$ cat config.mk
export PLATFORM = sky130hd
export DESIGN_NAME = trap_ctrl
export DESIGN_NICKNAME = d
export VERILOG_FILES = /design/src/rtl/trap_ctrl.sv
export SDC_FILE = /design/constraint.sdc
export NUM_CORES = 1
export LEC_CHECK = 0
export ABC_AREA = 1
export CAP_MARGIN = 20
export CORE_MARGIN = 5
export CORE_UTILIZATION = 36
export CTS_CLUSTER_DIAMETER = 40
export DETAILED_ROUTE_END_ITERATION = 10
export GPL_TIMING_DRIVEN = 0
export PLACE_DENSITY = 0.78
export SYNTH_ARGS = -nofsm -noshare
export SYNTH_HDL_FRONTEND = slang
export SYNTH_SLANG_ARGS = --single-unit
$ cat constraint.sdc
create_clock -name i_clk -period 1.2 [get_ports i_clk]
set_input_delay 0.18 -clock i_clk [delete_from_list [all_inputs] [get_ports i_clk]]
set_output_delay 0.18 -clock i_clk [all_outputs]
set_load 0.1 [all_outputs]
$ cat src/rtl/trap_ctrl.sv
// Trap/return sequencer: latches the winning trap cause and target, drains the
// pipeline for a bounded number of cycles, then redirects fetch.
module trap_ctrl #(
  parameter int unsigned XLEN         = 32,
  parameter int unsigned FLUSH_CYCLES = 2
) (
  input  logic            i_clk,
  input  logic            i_rst,
  input  logic            i_ex,
  input  logic            i_ex_inst_addr,
  input  logic            i_ex_ld_addr,
  input  logic            i_ex_st_addr,
  input  logic            i_ecall,
  input  logic            i_ebreak,
  input  logic            i_eret,
  input  logic [XLEN-1:0] i_tvec,
  input  logic [XLEN-1:0] i_epc,
  input  logic            i_stall,
  input  logic            i_fetch_ready,
  output logic            o_flush,
  output logic            o_redirect_valid,
  output logic [XLEN-1:0] o_redirect_pc,
  output logic            o_trap_taken,
  output logic            o_eret_taken,
  output logic [3:0]      o_cause,
  output logic            o_busy
);

  localparam int unsigned CNT_W   = 4;
  localparam int unsigned CAUSE_W = 4;

  localparam logic [CNT_W-1:0]   CNT_INIT   = CNT_W'(FLUSH_CYCLES - 1);
  localparam logic [XLEN-1:0]    ALIGN_MASK = ~XLEN'(3);

  localparam logic [CAUSE_W-1:0] CAUSE_INST_ADDR = CAUSE_W'(0);
  localparam logic [CAUSE_W-1:0] CAUSE_ILLEGAL   = CAUSE_W'(2);
  localparam logic [CAUSE_W-1:0] CAUSE_EBREAK    = CAUSE_W'(3);
  localparam logic [CAUSE_W-1:0] CAUSE_LD_ADDR   = CAUSE_W'(4);
  localparam logic [CAUSE_W-1:0] CAUSE_ST_ADDR   = CAUSE_W'(6);
  localparam logic [CAUSE_W-1:0] CAUSE_ECALL     = CAUSE_W'(11);
  localparam logic [CAUSE_W-1:0] CAUSE_NONE      = CAUSE_W'(0);

  typedef enum logic [1:0] {
    IDLE     = 2'd0,
    DRAIN    = 2'd1,
    REDIRECT = 2'd2
  } state_e;

  state_e               state_q, state_d;
  logic [CNT_W-1:0]     cnt_q, cnt_d;
  logic [CAUSE_W-1:0]   cause_q, cause_d;
  logic [XLEN-1:0]      pc_q, pc_d;
  logic                 flush_q, flush_d;
  logic                 rv_q, rv_d;
  logic                 busy_q, busy_d;
  logic                 trap_q, trap_d;
  logic                 eret_q, eret_d;

  logic                 exc_any_c;
  logic [CAUSE_W-1:0]   exc_cause_c;

  // Fixed-priority cause selection among simultaneous exception events
  always_comb begin
    exc_any_c   = i_ex_inst_addr | i_ex | i_ebreak | i_ecall | i_ex_ld_addr | i_ex_st_addr;
    exc_cause_c = CAUSE_ST_ADDR;
    if (i_ex_inst_addr)    exc_cause_c = CAUSE_INST_ADDR;
    else if (i_ex)         exc_cause_c = CAUSE_ILLEGAL;
    else if (i_ebreak)     exc_cause_c = CAUSE_EBREAK;
    else if (i_ecall)      exc_cause_c = CAUSE_ECALL;
    else if (i_ex_ld_addr) exc_cause_c = CAUSE_LD_ADDR;
  end

  always_ff @(posedge i_clk or negedge i_rst) begin
    if (!i_rst) begin
      state_q <= IDLE;
      cnt_q   <= '0;
      cause_q <= '0;
      pc_q    <= '0;
      flush_q <= 1'b0;
      rv_q    <= 1'b0;
      busy_q  <= 1'b0;
      trap_q  <= 1'b0;
      eret_q  <= 1'b0;
    end else begin
      state_q <= state_d;
      cnt_q   <= cnt_d;
      cause_q <= cause_d;
      pc_q    <= pc_d;
      flush_q <= flush_d;
      rv_q    <= rv_d;
      busy_q  <= busy_d;
      trap_q  <= trap_d;
      eret_q  <= eret_d;
    end
  end

  // Next state; outputs are precomputed from the next state so they come out of flops
  always_comb begin
    state_d = state_q;
    cnt_d   = cnt_q;
    cause_d = cause_q;
    pc_d    = pc_q;
    trap_d  = 1'b0;
    eret_d  = 1'b0;

    case (state_q)
      IDLE: begin
        if (exc_any_c) begin
          state_d = DRAIN;
          cnt_d   = CNT_INIT;
          cause_d = exc_cause_c;
          pc_d    = i_tvec & ALIGN_MASK;
          trap_d  = 1'b1;
        end else if (i_eret) begin
          state_d = DRAIN;
          cnt_d   = CNT_INIT;
          cause_d = CAUSE_NONE;
          pc_d    = i_epc & ALIGN_MASK;
          eret_d  = 1'b1;
        end
      end
      DRAIN: begin
        if (cnt_q == '0 && !i_stall) begin
          state_d = REDIRECT;
        end else if (cnt_q != '0) begin
          cnt_d = cnt_q - CNT_W'(1);
        end
      end
      REDIRECT: begin
        if (i_fetch_ready) state_d = IDLE;
      end
      default: state_d = IDLE;
    endcase

    flush_d = (state_d != IDLE);
    busy_d  = (state_d != IDLE);
    rv_d    = (state_d == REDIRECT);
  end

  assign o_flush          = flush_q;
  assign o_redirect_valid = rv_q;
  assign o_redirect_pc    = pc_q;
  assign o_trap_taken     = trap_q;
  assign o_eret_taken     = eret_q;
  assign o_cause          = cause_q;
  assign o_busy           = busy_q;

endmodule

==> flow_summary.yaml <==
synth:
  synth_top_cell_by_area: "dfrtp_1"
  synth_edf_count: 0
  yosysMostFrequentCell: "nand2_1"
  synthAdderAreaFrac: 0.0110
  synth_area_um2: 2280
  synth-main-ff-cell: "dfrtp_1"
  ys_warn_count: 0
  syn_inst: 319
  syn-mean-instance-area_um2: 7.15
  async_flop_share: 1.00
  ys_seq_elements: 44
  ys_top_cells_by_count: "182 x nand2_1, 44 x dfrtp_1, 38 x nand3_1"
  synthTopCellsByArea: "dfrtp_1 48%, nand2_1 30%, nand3_1 8.3%, inv_1 2.0%, nor2_1 1.6%"
  synthXorXnorAreaFrac: 0
  synth_cell_types: 19
  ys_seq_area_frac: 0.483
  synth_top_area_share: 0.483
  synthMuxAreaShare: 0
  synth-compound-area-share: 0.0137
  synth_top_family_by_area: "simple AND/OR/NAND/NOR gates"
  yosys.area_share.simple: 0.423
timing:
  tightest_slew_ns: 0.525
  tns_ns: -0.376
  rsz0062_at_grt: "true"
  relSlewSlack: 0.650
  hold_violations: 0
  setup_ws_ns: -0.0383
  maxSlewViolCount: 0
  setup_violations: 29
  fin_crit_ns: 1.24
  fin_skew_ns: 0.0134
  period_share: 1.03
  max_freq_mhz: 808
grt:
  grt_pass1_wl_mm: 11.3
  gr-total-overflow: 0
  grt_max_degree: 26
  grt_pass1_vias: 2381
  track_usage: 0.183
  antenna_found_initial: 0
final_layout:
  diodes: 0
  final_nets: 539
  drive_gt1_frac: 0.276
  area_delta_synth_final_pct: 72.0
setup_path:
  endpoint_kind: "output pin"
  cp.depth: 2
  crit_required_ns: 1.02
  r2r_start: "state_q[1]$_DFF_PN0_"
  critPathKind: "flop to output pin"
  timing.rr.end: "o_redirect_pc[10]$_DFFE_PN0P_"
  cp-startpoint: "o_busy$_DFF_PN0_"
  worst_path_max_delay_cell: "dfrtp_4"
  path_max_fanout: 2
  crit_path_end: "o_flush"
  rr_worst_depth: 8
  cp-start-kind: "flop"
  path_buf_inv: 2
  crit_arrival_ns: 1.06
  path_cells: "buf_6 > buf_12"
  critPathTopFamily: "flip-flops"
  slowest_delay_ns: 0.49
  ff2ff_setup_slack_ns: -0.03
flow_run:
  drv_cap: 0
clock_network:
  htreeDepth: 2
  cts_sinks: 44
  clk_latency_ns: 0.30
  root_buffer: "clkbuf_8"
  numCtsBuffers: 5
  clk_path_buf_depth: 2
  path_clk_slew_ns: 0.09
  cts_tree: "yes"
hold_path:
  hold_depth: 3
  hold_path.class: "primary input to flop"
die:
  rows: 29
  die_h_um: 89.6
  start_util: 0.365
  io_pins: 116
  die_w_um: 89.6
  core_area_um2: 6240
  die-area_um2: 8030
placed_design:
  dpl.hpwl_mm: 5.18
  place.gp.congestion: 0.864
  io_buffers: 109
  post-place-ws_ns: -0.711
drt:
  drtIter0Drc: 85
  vias: 2519
  totalWireLength_mm: 7.43
  viasPerCell: 4.66
  drc: 0
  ant_nets: 0
  drt_pass1_iterations: 4
  wl_per_cell_um: 13.8
status:
  failed_checks: "negative setup slack"
  status: "finished with violations"
[cells in the final DEF, fill, tap and decap left out, types with 3 or more instances in the layout]
cell	synthesis	final
buf_4	3	62
buf_6	3	9
buf_8	0	3
clkbuf_2	0	5
clkbuf_8	0	5
clkdlybuf4s50_1	0	63
dfrtp_1	44	43
dlygate4sd2_1	0	6
inv_1	12	7
inv_2	0	4
nand2_1	182	163
nand2_2	0	14
nand2_4	0	5
nand3_1	38	36
nor2_1	10	7
nor2_4	0	4
[state kept, by name (all words and copies together) (netlist names)]
signal,count
o_redirect_pc,30
cnt_q,4
o_cause,4
state_q,2
o_busy,1
o_eret_taken,1
o_redirect_valid,1
o_trap_taken,1
[routing by layer]
metal / GRT usage / vias up / routed length [um]
met4: 0.0487 / 0 / 70
li1: - / 1265 / -
met5: 0 / - / 0
met3: 0.0474 / 9 / 552
met2: 0.313 / 78 / 3710
met1: 0.228 / 1167 / 3090
[worst register-to-register path: cells and delay by family, from the launching register on]
kind	cells	cell delay, ns
AOI/OAI and AO/OA	1	0.07
and+or+nand+nor	3	0.18
buffers and inverters	4	0.45
DFF	1	0.41
[worst min-delay path by stage]
stage / start / end / slack [ns]
2_1_floorplan: i_rst / cnt_q[0]$_DFFE_PN0P_ / -0.12
3_3_place_gp: o_cause[2]$_DFFE_PN0P_ / o_cause[2]$_DFFE_PN0P_ / 0.46
3_5_place_dp: i_rst / cnt_q[2]$_DFFE_PN0P_ / 0.18
4_1_cts: i_ex_inst_addr / o_cause[1]$_DFFE_PN0P_ / 0.32
5_1_grt: i_ecall / o_cause[3]$_DFFE_PN0P_ / 0.34
6_report: i_ecall / o_cause[3]$_DFFE_PN0P_ / 0.32
[metrics by stage]
step | util | instances | hold slack, ns | area [um2]
4_1_cts | 0.606 | 534 | 0.320 | 3780
3_3_place_gp | 0.557 | 506 | 0.457 | 3480
5_1_grt | 0.629 | 540 | 0.337 | 3920
3_5_place_dp | 0.561 | 507 | 0.181 | 3500
2_1_floorplan | - | 320 | -0.116 | 2290
6_report | 0.629 | 540 | 0.324 | 3920
[layout make-up]
cell class | count | area (um2)
Clock inverter | 2 | 35.0
Multi-Input combinational cell | 246 | 1180
Clock buffer | 6 | 72.6
Tap cell | 77 | 96.3
Timing Repair Buffer | 135 | 1230
Sequential cell | 44 | 1100
Buffer | 18 | 156
Inverter | 12 | 47.5
Fill cell | 585 | 2320
[kinds of logic after synthesis]
family	count (synthesis)
other	1
buffers and inverters	30
and+or+nand+nor	238
adders and majority gates	2
AOI/OAI and AO/OA	4
DFF	44
[timing repair]
action                                 in CTS  in global routing
buffers inserted                           15                  7
resized for setup                         287                 29
endpoints found under the hold margin      19                  0
hold buffers                                1                  0
pin swaps                                   9                  9
setup endpoints to repair                  82                 42
cloned                                      3                  0
Power is left out: the tool's default activity adds up to more than one toggle a clock period on the data nets, which glitch-free logic cannot reach.
